--- src/rtl/gpio_bus_pkg.sv ---
// Shared encodings for the GPIO register-bus master: command ops, FSM states
// and the responder's register map.
package gpio_bus_pkg;

    typedef enum logic [1:0] {
        OP_WRITE = 2'b00,
        OP_READ  = 2'b01,
        OP_SET   = 2'b10,
        OP_CLEAR = 2'b11
    } op_e;

    typedef enum logic [1:0] {
        IDLE   = 2'b00,
        ISSUE  = 2'b01,
        MODIFY = 2'b10,
        RESP   = 2'b11
    } state_e;

    localparam logic [7:0] REG_DATA = 8'h00;
    localparam logic [7:0] REG_DIR  = 8'h04;
    localparam logic [7:0] REG_IN   = 8'h08;

endpackage

--- src/rtl/gpio_cmd_fifo.sv ---
// Show-ahead synchronous command FIFO; the head entry is visible on rdata
// whenever empty is low.
module gpio_cmd_fifo #(
    parameter int W     = 42,
    parameter int DEPTH = 4
) (
    input  logic         clk,
    input  logic         rst_n,
    input  logic         push,
    input  logic [W-1:0] wdata,
    input  logic         pop,
    output logic [W-1:0] rdata,
    output logic         full,
    output logic         empty
);
    localparam int AW = (DEPTH > 1) ? $clog2(DEPTH) : 1;

    logic [W-1:0]  mem_q [DEPTH];
    logic [AW-1:0] wr_ptr_q, wr_ptr_d, rd_ptr_q, rd_ptr_d;
    logic [AW:0]   count_q, count_d;
    logic          do_push, do_pop;

    // Full is taken from occupancy alone, so a same-cycle pop never opens a slot early.
    assign full    = (count_q == (AW+1)'(DEPTH));
    assign empty   = (count_q == '0);
    assign do_push = push && !full;
    assign do_pop  = pop && !empty;
    assign rdata   = mem_q[rd_ptr_q];

    always_comb begin
        wr_ptr_d = do_push ? wr_ptr_q + AW'(1) : wr_ptr_q;
        rd_ptr_d = do_pop  ? rd_ptr_q + AW'(1) : rd_ptr_q;
        count_d  = count_q;
        case ({do_push, do_pop})
            2'b10:   count_d = count_q + (AW+1)'(1);
            2'b01:   count_d = count_q - (AW+1)'(1);
            default: count_d = count_q;
        endcase
    end

    always_ff @(posedge clk or negedge rst_n) begin
        if (!rst_n) begin
            wr_ptr_q <= '0;
            rd_ptr_q <= '0;
            count_q  <= '0;
        end else begin
            wr_ptr_q <= wr_ptr_d;
            rd_ptr_q <= rd_ptr_d;
            count_q  <= count_d;
        end
    end

    always_ff @(posedge clk) begin
        if (do_push) mem_q[wr_ptr_q] <= wdata;
    end

endmodule

--- src/rtl/gpio_reg_master.sv ---
// Register-bus initiator: queues host commands and runs each as a write, a read,
// or an atomic read-modify-write (SET/CLEAR), returning one response per command.
module gpio_reg_master
    import gpio_bus_pkg::*;
#(
    parameter int ADDR_W = 8,
    parameter int DATA_W = 32,
    parameter int DEPTH  = 4
) (
    input  logic              clk,
    input  logic              rst_n,
    input  logic              cmd_valid,
    output logic              cmd_ready,
    input  logic [1:0]        cmd_op,
    input  logic [ADDR_W-1:0] cmd_addr,
    input  logic [DATA_W-1:0] cmd_wdata,
    output logic              rsp_valid,
    input  logic              rsp_ready,
    output logic [DATA_W-1:0] rsp_rdata,
    output logic              busy,
    output logic              wr_en,
    output logic              rd_en,
    output logic [ADDR_W-1:0] addr,
    output logic [DATA_W-1:0] wdata,
    input  logic [DATA_W-1:0] rdata
);
    localparam int FW = 2 + ADDR_W + DATA_W;

    logic [FW-1:0]     head;
    logic              fifo_full, fifo_empty, push, pop;
    state_e            state_q, state_d;
    op_e               cur_op_q, cur_op_d;
    logic [ADDR_W-1:0] cur_addr_q, cur_addr_d;
    logic [DATA_W-1:0] cur_data_q, cur_data_d;
    logic [DATA_W-1:0] rmw_q, rmw_d;
    logic [DATA_W-1:0] rsp_rdata_q, rsp_rdata_d;

    assign cmd_ready = !fifo_full;
    assign push      = cmd_valid && !fifo_full;
    assign pop       = (state_q == IDLE) && !fifo_empty;

    gpio_cmd_fifo #(.W(FW), .DEPTH(DEPTH)) u_fifo (
        .clk   (clk),
        .rst_n (rst_n),
        .push  (push),
        .wdata ({cmd_op, cmd_addr, cmd_wdata}),
        .pop   (pop),
        .rdata (head),
        .full  (fifo_full),
        .empty (fifo_empty)
    );

    always_comb begin
        state_d     = state_q;
        cur_op_d    = cur_op_q;
        cur_addr_d  = cur_addr_q;
        cur_data_d  = cur_data_q;
        rmw_d       = rmw_q;
        rsp_rdata_d = rsp_rdata_q;
        case (state_q)
            IDLE: begin
                if (!fifo_empty) begin
                    cur_op_d   = op_e'(head[FW-1 -: 2]);
                    cur_addr_d = head[DATA_W +: ADDR_W];
                    cur_data_d = head[DATA_W-1:0];
                    state_d    = ISSUE;
                end
            end
            ISSUE: begin
                case (cur_op_q)
                    OP_WRITE: begin rsp_rdata_d = cur_data_q; state_d = RESP; end
                    OP_READ:  begin rsp_rdata_d = rdata;      state_d = RESP; end
                    OP_SET:   begin rmw_d = rdata | cur_data_q;  state_d = MODIFY; end
                    OP_CLEAR: begin rmw_d = rdata & ~cur_data_q; state_d = MODIFY; end
                    default:  state_d = RESP;
                endcase
            end
            MODIFY: begin
                rsp_rdata_d = rmw_q;
                state_d     = RESP;
            end
            RESP: begin
                if (rsp_ready) state_d = IDLE;
            end
            default: state_d = IDLE;
        endcase
    end

    always_ff @(posedge clk or negedge rst_n) begin
        if (!rst_n) begin
            state_q     <= IDLE;
            cur_op_q    <= OP_WRITE;
            cur_addr_q  <= '0;
            cur_data_q  <= '0;
            rmw_q       <= '0;
            rsp_rdata_q <= '0;
        end else begin
            state_q     <= state_d;
            cur_op_q    <= cur_op_d;
            cur_addr_q  <= cur_addr_d;
            cur_data_q  <= cur_data_d;
            rmw_q       <= rmw_d;
            rsp_rdata_q <= rsp_rdata_d;
        end
    end

    // Strobes come purely from registered state, so reset drops them immediately.
    assign wr_en     = ((state_q == ISSUE) && (cur_op_q == OP_WRITE)) || (state_q == MODIFY);
    assign rd_en     = (state_q == ISSUE) && (cur_op_q != OP_WRITE);
    assign rsp_valid = (state_q == RESP);
    assign busy      = (state_q != IDLE) || !fifo_empty;
    assign addr      = cur_addr_q;
    assign wdata     = (cur_op_q == OP_WRITE) ? cur_data_q : rmw_q;
    assign rsp_rdata = rsp_rdata_q;

endmodule

--- config.mk ---
export PLATFORM = sky130hd
export DESIGN_NAME = gpio_reg_master
export DESIGN_NICKNAME = d
export VERILOG_FILES = /design/src/rtl/gpio_bus_pkg.sv /design/src/rtl/gpio_cmd_fifo.sv /design/src/rtl/gpio_reg_master.sv
export SDC_FILE = /design/constraint.sdc
export NUM_CORES = 1
export LEC_CHECK = 0
export ABC_CLOCK_PERIOD_IN_PS = 4100
export CAP_MARGIN = 10
export CORE_UTILIZATION = 25
export DETAILED_ROUTE_END_ITERATION = 16
export GPL_TIMING_DRIVEN = 0
export SETUP_SLACK_MARGIN = 0.15
export SYNTH_ARGS = -nofsm -noshare
export SYNTH_HDL_FRONTEND = slang
export SYNTH_SLANG_ARGS = --single-unit
--- constraint.sdc ---
create_clock -name clk -period 4.1 [get_ports clk]
set_input_delay 0.82 -clock clk [delete_from_list [all_inputs] [get_ports clk]]
set_output_delay 0.82 -clock clk [all_outputs]
set_load 0.1 [all_outputs]
==> metrics.cfg <==
[global_routing]
first_global_vias = 7878
grt_pass1_wl_um = 50440
grtUsageTotal = 0.1353
grt_max_degree = 84
grt-ovfl-total = 0
antenna_found_initial = 2

[placed_design]
gp_congestion = 0.8143
dp_hpwl_um = 22990
io_buffers = 154
dp_cells = 1648

[route]
wl_per_cell_um = 19.46
drt_wl_total_um = 33200
drt_drc_violations_left = 0
drtPass1Iterations = 5
first_iter_violations = 541
num_vias = 7797
ant_nets = 0
via_per_inst = 4.570

[timing]
rsz0062_at_grt = false
setup_viol = 0
clock.fmax_mhz = 260.2
hold_viol = 0
slew_violations = 0
finalCritPeriodShare = 0.9374
worst_slew_pin_slew_ps = 1206
min_period_ps = 3843
fin_skew_ps = 13.24
slew_headroom = 0.1959
tns_ps = 0

[setup_path]
worstReg2RegStart = state_q[0]
crit_type = reg -> out
worstSetupStartpoint = cur_op_q[1]
endpoint_kind = primary output
crit_arrival_ps = 3020
required_ps = 3280
cp_max_fo = 10
crit_path_start_kind = flop

[outcome]
run_status = complete, no violations

[cells_and_area]
multiInputGateArea_mm2 = 0.003862
fillers = 4761
regArea_mm2 = 0.007923
final_cells = 1706
area_growth_pct = 27.41
fin_nets = 1156
drive_above_1_share = 0.1541

[logic_synthesis]
avgSynthCellArea_um2 = 13.74
yosys_warnings = 0
synth_cells = 878
yosysUniqueCellTypes = 36
async_reset_ff_frac = 0.4064
synth_fp_nets = 967
synth_edf_count = 168
ys_seq_area_frac = 0.6566
synth-main-ff-cell = edfxtp_1
ys_ff_latch = 283
netlist_area_mm2 = 0.01207

[clocking]
clock_sinks = 283
cts.clk_slew.worst_paths_ps = 60
postCtsHoldBufs = 0
cts_made_buffers = 30
ctsRootBufferMaster = clkbuf_16
post-cts-setup-buffers = 0
cts_tree = done
insertion_delay_ps = 580
cts_max_level = 1
ctsLongestPathBuffers = 3

[die]
die_w_um = 221.7
initial_core_util = 0.2533
die_area_mm2 = 0.04915
pin_count = 155
core_mm2 = 0.04765
die_y_um = 221.7
rows = 80

[min_path]
hold_path.class = in -> async

[job]
cap_violations = 0

cell type report:
type | instances | area share
sequential | 283 | 0.5153
multi-input combinational | 530 | 0.2512
timing repair buffer | 157 | 0.1003
clock buffer | 36 | 0.05095
tap | 615 | 0.05005
buffer | 58 | 0.01660
clock inverter | 19 | 0.01367
inverter | 7 | 0.001709
antenna | 1 | 0.0001628
kinds of logic after synthesis:
family / share of synthesized area
AOI/OAI and AO/OA: 0.07196
xor gates and xnor gates: 0.004355
adders and majority gates: 0.01203
buffers and inverters: 0.02333
DFF: 0.6566
muxes: 0.1104
and+or+nand+nor: 0.1213
state kept, by name (all words and copies together), names as in the netlist:
name	flops
u_fifo.mem_q	168
cur_data_q	32
rmw_q	32
rsp_rdata	32
addr	8
u_fifo.count_q	3
cur_op_q	2
state_q	2
u_fifo.rd_ptr_q	2
u_fifo.wr_ptr_q	2
cells in the mapped netlist, drive strengths merged, types with 10 or more instances:
master | count | area [um2]
a211oi | 33 | 247.7
o31ai | 33 | 261.5
nor2b | 33 | 206.5
mux2 | 34 | 386.6
nand3 | 33 | 165.2
nand2 | 190 | 713.2
edfxtp | 168 | 5045
mux4 | 42 | 945.9
and3b | 32 | 280.3
ha | 10 | 125.1
clkbuf | 31 | 116.4
o21ai | 66 | 330.3
buf | 27 | 138.9
dfrtp | 115 | 2878
repair_timing:
item	4_1_cts	5_1_grt
endpoints found under the setup margin	29	11
resized for setup	31	21
pin swaps	0	0
layout by cell type (no fill, tap or decap), types with 10 or more instances in the layout:
cell type,n
dfrtp_1,115
nor2b_1,33
a211oi_1,33
nand2_1,190
o31ai_1,32
o21ai_0,66
mux4_2,42
nand3_1,33
edfxtp_1,168
clkbuf_2,10
ha_1,10
buf_2,18
clkbuf_16,30
clkdlybuf4s50_1,123
and3b_1,32
mux2_2,33
clkbuf_1,36
dlygate4sd2_1,18
path summary, 6_finish.rpt:
kind	slack, ps	depth (start not counted)	to
hold / removal	130	1	rsp_rdata[21]
setup reg to reg	1260	8	u_fifo.count_q[1]
max in group asynchronous	3190	2	addr[4]
min in group clk	470	2	addr[7]
hold reg to reg	470	2	addr[7]
setup / recovery	260	5	rd_en
critical path, cell delays in order, from the launching register on:
cell             delay, ps
dfrtp_1                420
buf_2                  270
nor2_2                 130
buf_2                  240
nor2b_1                220
clkdlybuf4s50_1       1170
metal layers:
metal | GRT usage | vias up | part of all wire
met5 | 0 | - | 0.00075
met4 | 0.02778 | 4 | 0.020
met3 | 0.03340 | 48 | 0.061
met2 | 0.2193 | 230 | 0.47
met1 | 0.1831 | 3902 | 0.45
li1 | - | 3613 | -
through the flow:
stage                     hold WS (ps)  utilization  worst slack [ps]  cell area (um2)
after floorplan                  468.1            -              1126            12070
after global placement           463.7       0.3018             -2891            14380
after detailed placement         462.6       0.3024             331.9            14410
after CTS                        125.6       0.3225             168.9            15370
after global routing             138.6       0.3226             151.6            15370
final                            132.8       0.3227             256.7            15370
Power is not shown: default switching activity piles up to over one toggle a cycle in this logic, so the estimate is an artifact.
